### config.mk
export PLATFORM = sky130hd
export DESIGN_NAME = dmem_arbiter_flat
export DESIGN_NICKNAME = d
export VERILOG_FILES = /design/src/rtl/dmem_arbiter_if.sv /design/src/rtl/dmem_arbiter.sv /design/src/flat_wrapper.sv
export SDC_FILE = /design/constraint.sdc
export NUM_CORES = 1
export LEC_CHECK = 0
export ABC_CLOCK_PERIOD_IN_PS = 1700
export BUFFER_PORTS_ARGS = -buffer_cell sky130_fd_sc_hd__buf_2
export CAP_MARGIN = 10
export CORE_UTILIZATION = 35
export DETAILED_ROUTE_END_ITERATION = 10
export PLACE_DENSITY_LB_ADDON = 0.3
export SLEW_MARGIN = 10
export SYNTH_ARGS = -nofsm -noshare
export SYNTH_HDL_FRONTEND = slang
export SYNTH_SLANG_ARGS = --single-unit
### constraint.sdc
create_clock -name clk -period 1.7 [get_ports clk]
set_input_delay 0.17 -clock clk [delete_from_list [all_inputs] [get_ports clk]]
set_output_delay 0.17 -clock clk [all_outputs]
set_load 0.01 [all_outputs]
### src/rtl/dmem_arbiter_if.sv
// Bus bundle between the two requesters (CPU, debug/loader), the arbiter and the data memory.
// The slave modport is the arbiter's view; master is the environment (requesters + memory).
interface dmem_arbiter_if;
  logic       cpu_req;
  logic       cpu_we;
  logic [3:0] cpu_addr;
  logic [7:0] cpu_wdata;
  logic       cpu_gnt;
  logic       cpu_rvalid;
  logic [7:0] cpu_rdata;

  logic       dbg_req;
  logic       dbg_we;
  logic [3:0] dbg_addr;
  logic [7:0] dbg_wdata;
  logic       dbg_gnt;
  logic       dbg_rvalid;
  logic [7:0] dbg_rdata;

  logic       mem_en;
  logic       mem_we;
  logic [3:0] mem_addr;
  logic [7:0] mem_wdata;
  logic [7:0] mem_rdata;

  modport slave (
    input  cpu_req, cpu_we, cpu_addr, cpu_wdata,
    output cpu_gnt, cpu_rvalid, cpu_rdata,
    input  dbg_req, dbg_we, dbg_addr, dbg_wdata,
    output dbg_gnt, dbg_rvalid, dbg_rdata,
    output mem_en, mem_we, mem_addr, mem_wdata,
    input  mem_rdata
  );

  modport master (
    output cpu_req, cpu_we, cpu_addr, cpu_wdata,
    input  cpu_gnt, cpu_rvalid, cpu_rdata,
    output dbg_req, dbg_we, dbg_addr, dbg_wdata,
    input  dbg_gnt, dbg_rvalid, dbg_rdata,
    input  mem_en, mem_we, mem_addr, mem_wdata,
    output mem_rdata
  );
endinterface

### src/rtl/dmem_arbiter.sv
// Two-port data-memory arbiter: CPU has priority, debug port is guaranteed a slot after
// CPU_MAX_BURST consecutive CPU grants while it waits. Zero-latency grants, 1-cycle read return.
module dmem_arbiter #(
  parameter int CPU_MAX_BURST = 4
) (
  input logic         clk,
  input logic         reset,
  dmem_arbiter_if.slave bus
);

  localparam logic [2:0] MAX_STREAK = 3'(CPU_MAX_BURST);

  // Index 0 = CPU, index 1 = debug port.
  logic [1:0] req;
  logic [1:0] we;
  logic [3:0] addr  [2];
  logic [7:0] wdata [2];
  logic [1:0] gnt;
  logic [1:0] rvalid;
  logic [7:0] rdata [2];

  logic [2:0] streak_reg, streak_next;
  logic       rd_pending_reg, rd_pending_next;
  logic       rd_owner_reg, rd_owner_next;

  assign req      = {bus.dbg_req, bus.cpu_req};
  assign we       = {bus.dbg_we, bus.cpu_we};
  assign addr[0]  = bus.cpu_addr;
  assign addr[1]  = bus.dbg_addr;
  assign wdata[0] = bus.cpu_wdata;
  assign wdata[1] = bus.dbg_wdata;

  // State register.
  always_ff @(posedge clk or posedge reset) begin
    if (reset) begin
      streak_reg     <= 3'd0;
      rd_pending_reg <= 1'b0;
      rd_owner_reg   <= 1'b0;
    end else begin
      streak_reg     <= streak_next;
      rd_pending_reg <= rd_pending_next;
      rd_owner_reg   <= rd_owner_next;
    end
  end

  // Grant decision; forced idle while reset is held so nothing leaks onto the bus.
  always_comb begin
    gnt = 2'b00;
    if (!reset) begin
      unique case (req)
        2'b01:   gnt = 2'b01;
        2'b10:   gnt = 2'b10;
        2'b11:   gnt = (streak_reg < MAX_STREAK) ? 2'b01 : 2'b10;
        default: gnt = 2'b00;
      endcase
    end
  end

  // Next-state logic.
  always_comb begin
    streak_next     = streak_reg;
    rd_pending_next = 1'b0;
    rd_owner_next   = rd_owner_reg;
    if (gnt[1] || !req[1]) begin
      streak_next = 3'd0;
    end else if (gnt[0]) begin
      streak_next = streak_reg + 3'd1;
    end
    if (gnt[0]) begin
      rd_pending_next = !we[0];
      rd_owner_next   = 1'b0;
    end else if (gnt[1]) begin
      rd_pending_next = !we[1];
      rd_owner_next   = 1'b1;
    end
  end

  // Memory-side outputs: follow the granted port, all zero when idle.
  always_comb begin
    bus.mem_en    = |gnt;
    bus.mem_we    = 1'b0;
    bus.mem_addr  = 4'd0;
    bus.mem_wdata = 8'd0;
    if (gnt[0]) begin
      bus.mem_we    = we[0];
      bus.mem_addr  = addr[0];
      bus.mem_wdata = wdata[0];
    end else if (gnt[1]) begin
      bus.mem_we    = we[1];
      bus.mem_addr  = addr[1];
      bus.mem_wdata = wdata[1];
    end
  end

  // Read return: only the registered owner sees data, everyone else reads zero.
  for (genvar gi = 0; gi < 2; gi++) begin : g_rd
    assign rvalid[gi] = rd_pending_reg && (rd_owner_reg == 1'(gi));
    assign rdata[gi]  = rvalid[gi] ? bus.mem_rdata : 8'h00;
  end

  assign bus.cpu_gnt    = gnt[0];
  assign bus.dbg_gnt    = gnt[1];
  assign bus.cpu_rvalid = rvalid[0];
  assign bus.dbg_rvalid = rvalid[1];
  assign bus.cpu_rdata  = rdata[0];
  assign bus.dbg_rdata  = rdata[1];

endmodule

### src/flat_wrapper.sv
// flat-port wrapper written by rule: the top's interface ports become plain ports
module dmem_arbiter_flat 
#(
  parameter int CPU_MAX_BURST = 4
)
  (clk, reset, bus_cpu_req, bus_cpu_we, bus_cpu_addr, bus_cpu_wdata, bus_cpu_gnt, bus_cpu_rvalid, bus_cpu_rdata, bus_dbg_req, bus_dbg_we, bus_dbg_addr, bus_dbg_wdata, bus_dbg_gnt, bus_dbg_rvalid, bus_dbg_rdata, bus_mem_en, bus_mem_we, bus_mem_addr, bus_mem_wdata, bus_mem_rdata);
  dmem_arbiter_if bus_i ();
  input logic clk;
  input logic reset;
  input wire logic [$bits(bus_i.cpu_req)-1:0] bus_cpu_req;
  input wire logic [$bits(bus_i.cpu_we)-1:0] bus_cpu_we;
  input wire logic [$bits(bus_i.cpu_addr)-1:0] bus_cpu_addr;
  input wire logic [$bits(bus_i.cpu_wdata)-1:0] bus_cpu_wdata;
  output wire logic [$bits(bus_i.cpu_gnt)-1:0] bus_cpu_gnt;
  output wire logic [$bits(bus_i.cpu_rvalid)-1:0] bus_cpu_rvalid;
  output wire logic [$bits(bus_i.cpu_rdata)-1:0] bus_cpu_rdata;
  input wire logic [$bits(bus_i.dbg_req)-1:0] bus_dbg_req;
  input wire logic [$bits(bus_i.dbg_we)-1:0] bus_dbg_we;
  input wire logic [$bits(bus_i.dbg_addr)-1:0] bus_dbg_addr;
  input wire logic [$bits(bus_i.dbg_wdata)-1:0] bus_dbg_wdata;
  output wire logic [$bits(bus_i.dbg_gnt)-1:0] bus_dbg_gnt;
  output wire logic [$bits(bus_i.dbg_rvalid)-1:0] bus_dbg_rvalid;
  output wire logic [$bits(bus_i.dbg_rdata)-1:0] bus_dbg_rdata;
  output wire logic [$bits(bus_i.mem_en)-1:0] bus_mem_en;
  output wire logic [$bits(bus_i.mem_we)-1:0] bus_mem_we;
  output wire logic [$bits(bus_i.mem_addr)-1:0] bus_mem_addr;
  output wire logic [$bits(bus_i.mem_wdata)-1:0] bus_mem_wdata;
  input wire logic [$bits(bus_i.mem_rdata)-1:0] bus_mem_rdata;
  assign bus_i.cpu_req = bus_cpu_req;
  assign bus_i.cpu_we = bus_cpu_we;
  assign bus_i.cpu_addr = bus_cpu_addr;
  assign bus_i.cpu_wdata = bus_cpu_wdata;
  assign bus_cpu_gnt = bus_i.cpu_gnt;
  assign bus_cpu_rvalid = bus_i.cpu_rvalid;
  assign bus_cpu_rdata = bus_i.cpu_rdata;
  assign bus_i.dbg_req = bus_dbg_req;
  assign bus_i.dbg_we = bus_dbg_we;
  assign bus_i.dbg_addr = bus_dbg_addr;
  assign bus_i.dbg_wdata = bus_dbg_wdata;
  assign bus_dbg_gnt = bus_i.dbg_gnt;
  assign bus_dbg_rvalid = bus_i.dbg_rvalid;
  assign bus_dbg_rdata = bus_i.dbg_rdata;
  assign bus_mem_en = bus_i.mem_en;
  assign bus_mem_we = bus_i.mem_we;
  assign bus_mem_addr = bus_i.mem_addr;
  assign bus_mem_wdata = bus_i.mem_wdata;
  assign bus_i.mem_rdata = bus_mem_rdata;
  dmem_arbiter #(.CPU_MAX_BURST(CPU_MAX_BURST)) u_core (.clk(clk), .reset(reset), .bus(bus_i));
endmodule
==> results.cfg, run 1 <==
[yosys]
syn_area_um2 = 704
synth_area_leader_cell = nand2b_1
ys_dominant_reg_cell = dfrtp_1
synth_top_cell_area_share_pct = 23.1
seq_area_frac_synth_pct = 17.8
mappedNetlistNets = 134
synth.distinct_cells = 21
edff_count_synth = 0
ys_seq_elements = 5
avgSynthCellArea_um2 = 7.42
most_repeated_cell_in_the_gate_level_netlist_after_synthesis = nand2b_1
ys_top_cells_by_area = nand2b_1, dfrtp_1, o32ai_1, and2_1, and3_1
synth-async-reset-ratio_pct = 100
postSynthCellCount = 95
yosys-top-cells-count = nand2b_1, o32ai_1, and2_1, and3_1
yosysWarnings = 0

[cts]
source_to_sink_clock_delay_at_the_later_pin_of_the_worst_skew_pair_ns = 0.24
cts_post_setup_buffers_inserted = 0
tritoncts = done
cts_root_buffer = clkbuf_4
clk_pin_slew_worst_paths_ns = 0.04
clkSinkCount = 5
number_of_hold_buffers_added_after_cts = 0
cts_buffers = 3
cts-root-to-sink-buffers = 2
cts_resized = 0
cts-htree-levels = 1

[power]
pwr_density_cell_nw_per_um2 = 433
fin_total_pwr_mw = 0.471
worst_ir_drop_vdd_mv = 0.180
static-leakage-power_nw = 0.620

[global_routing]
overflow = 0
grt_start_max_net_pins = 41
groute.usage.overall_pct = 19.6
initial_antenna_violation_count = 0
grt_first_pass_wirelength_mm = 3.14
grt_pass1_vias = 747

[place]
detailed_place_hpwl_mm = 1.65
gp_congestion = 0.701
io_buffers = 71

[outcome]
outcome = finished clean

[sta]
finalWorstPathRequiredPeriod_ns = 1.60
number_of_pins_with_negative_max_slew_slack_in_the_final_report = 0
report.final.hold_viol_count = 0
maxClockFrequency_ghz = 0.624
rsz0062_at_grt = false
timing.max_slew.rel_slack_pct = 68.4
worst_clk_skew_ns = 0.00207
tightest_slew_ns = 0.474
min_period_over_period_pct = 94.3
setup-tns-final_ns = 0
finalSetupViolations = 0

[drt]
drtAntennaViolNets = 0
drt_iter0_markers = 12
wl_per_cell_um = 11.5
drtPass1Iterations = 4
num_vias = 941
routed_via_density = 5.03
route.detailed.drc = 0
detail_route.wirelength_mm = 2.14

[layout]
areaGrowthSynthToFinish_pct = 54.2
design.final.nets = 202
antenna_cells_inserted = 0
final_layout_size_suffix_gt1_share_pct = 48.8
post-route-util_pct = 60.3
max_reg_flops = 3

[worst_setup_path]
critical_path.reg2reg.startpoint = u_core.streak_reg[2]
reg2reg_slack_ns = 0.51
arrival_ns = 1.43
critical_path_peak_fanout = 16
r2r_cells = 2
worst_ep_required_time_ns = 1.53
critical_path_class = reg -> out
critical_path.endpoint_type = output pin
end_of_the_worst_register_to_register_path = u_core.streak_reg[0]
cp-start-kind = register

[floorplan]
die_x_um = 46.9
initial_core_util_pct = 39.1
fp.coreArea_um2 = 1800
die_height_um = 46.9
design.die.area_um2 = 2200
placementRows = 15
top_level_ports = 72

[min_path]
timing.hold.worst.class = in -> async

[flow_run]
cap_viol_max_count = 0
-- metal layers --
| layer | routed length (um) | vias to the layer above | global-route usage [%] |
|---|---|---|---|
| met3 | 141 | 0 | 2.31 |
| met2 | 1070 | 46 | 34.4 |
| met1 | 930 | 423 | 24.6 |
| li1 | - | 472 | - |
| met5 | 0 | - | 0 |
| met4 | 0 | 0 | 6.86 |
-- cells by family after synthesis --
family          synth area share [%]
flops                           17.8
compound gates                  22.2
fa+ha+maj                       1.78
simple gates                    51.7
buf+inv                         6.57
-- final cells by class --
class	count	area, um^2
timing repair buffer	72	363
clock buffer	4	26.3
fill	177	716
inverter	2	7.51
tap	25	31.3
sequential	5	125
multi-input combinational	79	533
-- worst max-delay path, cell delays in order (launching register included) --
cell     delay, ns
dfrtp_1       0.41
a21bo_1       0.44
o32ai_1       0.16
buf_2         0.17
-- layout by cell type (no fill, tap or decap) --
cell | synthesis | routed
buf_4 | 0 | 1
clkbuf_1 | 5 | 1
nor2b_1 | 2 | 2
a21oi_1 | 3 | 3
a21bo_1 | 1 | 1
inv_1 | 1 | 1
and2_1 | 8 | 8
nor2_1 | 4 | 4
inv_2 | 1 | 1
and3_1 | 8 | 8
ha_1 | 1 | 1
buf_2 | 4 | 71
nor2b_2 | 1 | 1
nor3_1 | 1 | 1
o22a_1 | 1 | 1
or2_2 | 2 | 2
nand4bb_1 | 2 | 2
clkbuf_4 | 0 | 3
nand2b_1 | 26 | 26
nand2_1 | 4 | 4
o32ai_1 | 14 | 14
or4b_1 | 1 | 1
dfrtp_1 | 5 | 5
-- how the worst max path moves through the flow --
stage	start	endpoint	slack, ns	depth (start not counted)
floorplan	u_core.streak_reg[2]	bus_mem_addr[0]	0.50	3
global placement	u_core.streak_reg[2]	bus_mem_wdata[3]	0.42	3
detailed placement	u_core.streak_reg[2]	bus_mem_wdata[4]	0.35	3
CTS	u_core.streak_reg[2]	bus_mem_wdata[4]	0.09	3
global route	u_core.streak_reg[2]	bus_mem_wdata[4]	0.003	3
finish	u_core.streak_reg[2]	bus_mem_wdata[4]	0.1	3
-- where the power goes --
group	internal, mW	total [mW]	switching (mW)
combinational	0.0975	0.194	0.0967
clock	0.0889	0.140	0.0512
sequential	0.125	0.136	0.0110
total	0.312	0.471	0.159
-- through the flow --
step | hold WS, ns | worst slack, ns | area, um^2 | cells
3_3_place_gp | 0.306 | 0.417 | 1060 | 183
2_1_floorplan | 0.257 | 0.500 | 704 | 95
5_1_grt | 0.130 | 0.00347 | 1090 | 187
4_1_cts | 0.0753 | 0.0877 | 1090 | 187
3_5_place_dp | 0.327 | 0.347 | 1060 | 183
6_report | 0.0689 | 0.0962 | 1090 | 187
(Power assumes the default switching activity.)
==> run 2, diff against run 1 <==
--- a/config.mk
+++ b/config.mk
@@ -10,7 +10,8 @@
 export CAP_MARGIN = 10
 export CORE_UTILIZATION = 35
 export DETAILED_ROUTE_END_ITERATION = 10
-export PLACE_DENSITY_LB_ADDON = 0.3
+export MAX_ROUTING_LAYER = met4
+export PLACE_DENSITY = 0.81
 export SLEW_MARGIN = 10
 export SYNTH_ARGS = -nofsm -noshare
 export SYNTH_HDL_FRONTEND = slang
==> results.cfg, run 2 (same netlist as run 1, synthesis figures left out) <==
[global_routing]
grt_start_max_net_pins = 41
groute.usage.overall_pct = 19.4
overflow = 0
grt_first_pass_wirelength_mm = 2.90
initial_antenna_violation_count = 0
grt_pass1_vias = 746

[place]
place_worst_setup_slack_ns = 0.368
dpl.cell_count = 183
gp_congestion = 0.705
detailed_place_hpwl_mm = 1.67
io_buffers = 71

[sta]
min_period_over_period_pct = 92.6
timing.max_slew.rel_slack_pct = 67.8
maxClockFrequency_ghz = 0.635
finalSetupViolations = 0
finalWorstSetupSlack_ns = 0.126
setup-tns-final_ns = 0
rsz0062_at_grt = false
number_of_pins_with_negative_max_slew_slack_in_the_final_report = 0
worst_clk_skew_ns = 0.00162
report.final.hold_viol_count = 0
tightest_slew_ns = 0.483
finalWorstPathRequiredPeriod_ns = 1.57

[drt]
wl_per_cell_um = 11.2
route.detailed.drc = 0
drtAntennaViolNets = 0
num_vias = 935
drtPass1Iterations = 4
detail_route.wirelength_mm = 2.09
routed_via_density = 5.00
drt_iter0_markers = 7

[layout]
leading_cell_type_in_the_layout_fill_and_taps_excluded = buf_2
multiInputGateArea_um2 = 536
max_reg_flops = 3
layout.cells.most_common_list = buf_2, nand2b_1, o32ai_1
final_layout_size_suffix_gt1_share_pct = 50.0
final_cell_count_no_fill = 187
antenna_cells_inserted = 0
areaGrowthSynthToFinish_pct = 54.5
design.final.nets = 202
layout.filler_cells = 181
layout.area.seq_um2 = 125
post-route-util_pct = 60.4

[cts]
cts_resized = 0
clk_pin_slew_worst_paths_ns = 0.04
source_to_sink_clock_delay_at_the_later_pin_of_the_worst_skew_pair_ns = 0.25
tritoncts = done
cts_root_buffer = clkbuf_4
cts-htree-levels = 1
cts_post_setup_buffers_inserted = 0
cts-root-to-sink-buffers = 2
clkSinkCount = 5
number_of_hold_buffers_added_after_cts = 0
cts_buffers = 3

[worst_setup_path]
max_stage_delay_ns = 0.42
cp_cell_sequence = nor2b_2, buf_4, o32ai_1, buf_2
slowest_stage = dfrtp_1
arrival_ns = 1.40
critical_path_peak_fanout = 10
critical_path_class = reg -> out
critical_path_buf_inv_count = 2
worst_ep_required_time_ns = 1.53
cp-start-kind = register
critical_path.top_delay_family = flip-flops
critical_path.endpoint_type = output pin

[power]
static-leakage-power_nw = 0.617
worst_ir_drop_vdd_mv = 0.223
pwr_density_cell_nw_per_um2 = 435

[floorplan]
fp.coreArea_um2 = 1800
design.die.area_um2 = 2200
die_height_um = 46.9
placementRows = 15
die_x_um = 46.9
initial_core_util_pct = 39.1
top_level_ports = 72

[min_path]
timing.hold.worst.class = in -> async

[flow_run]
cap_viol_max_count = 0

[outcome]
outcome = finished clean
run 2: worst paths after layout:
kind                                         end  cells past startpoint  slack [ns]            startpoint
max                              bus_mem_addr[1]                      4        0.13  u_core.streak_reg[2]
min                         u_core.streak_reg[2]                      2        0.06                 reset
max reg2reg                 u_core.streak_reg[0]                      2        0.51  u_core.streak_reg[2]
min reg2reg                 u_core.streak_reg[1]                      2        0.53  u_core.streak_reg[1]
max in group asynchronous   u_core.streak_reg[0]                      2        1.46                 reset
min in group clk           u_core.rd_pending_reg                      3        0.21            bus_cpu_we
run 2: area by class of cell:
cell class / instances / share of cell area, %
multi-input cells: 79 / 49.2
well taps: 25 / 2.87
repair buffers: 72 / 33.3
inverters: 2 / 0.690
clock buffers: 4 / 2.41
flip-flops and latches: 5 / 11.5
run 2: per-stage QoR:
stage,hold slack (ns),total power [mW],area (um^2)
finish,0.0626,0.474,1090
global route,0.129,0.509,1090
CTS,0.0654,0.478,1090
detailed placement,0.334,0.334,1060
global placement,0.296,0.326,1060
floorplan,0.257,0.244,704
run 2: routing by layer:
layer  wire length, um  track usage, %  vias to the layer above
li1                  -               -                      475
met1               842            19.0                      397
met2               995            36.9                       61
met3               224            4.23                        2
met4                26            6.86                        0
met5                 0               -                        -
run 2: power by group:
group / total, mW / switching (mW) / internal, mW
registers: 0.136 / 0.0110 / 0.125
logic: 0.196 / 0.0972 / 0.0983
clock network: 0.142 / 0.0530 / 0.0890
total: 0.474 / 0.161 / 0.313
run 2: worst reg2reg max path, cell delays in order (launching register included):
cell and delay [ns]:
dfrtp_1 0.42, or4b_1 0.53, a21oi_1 0.15
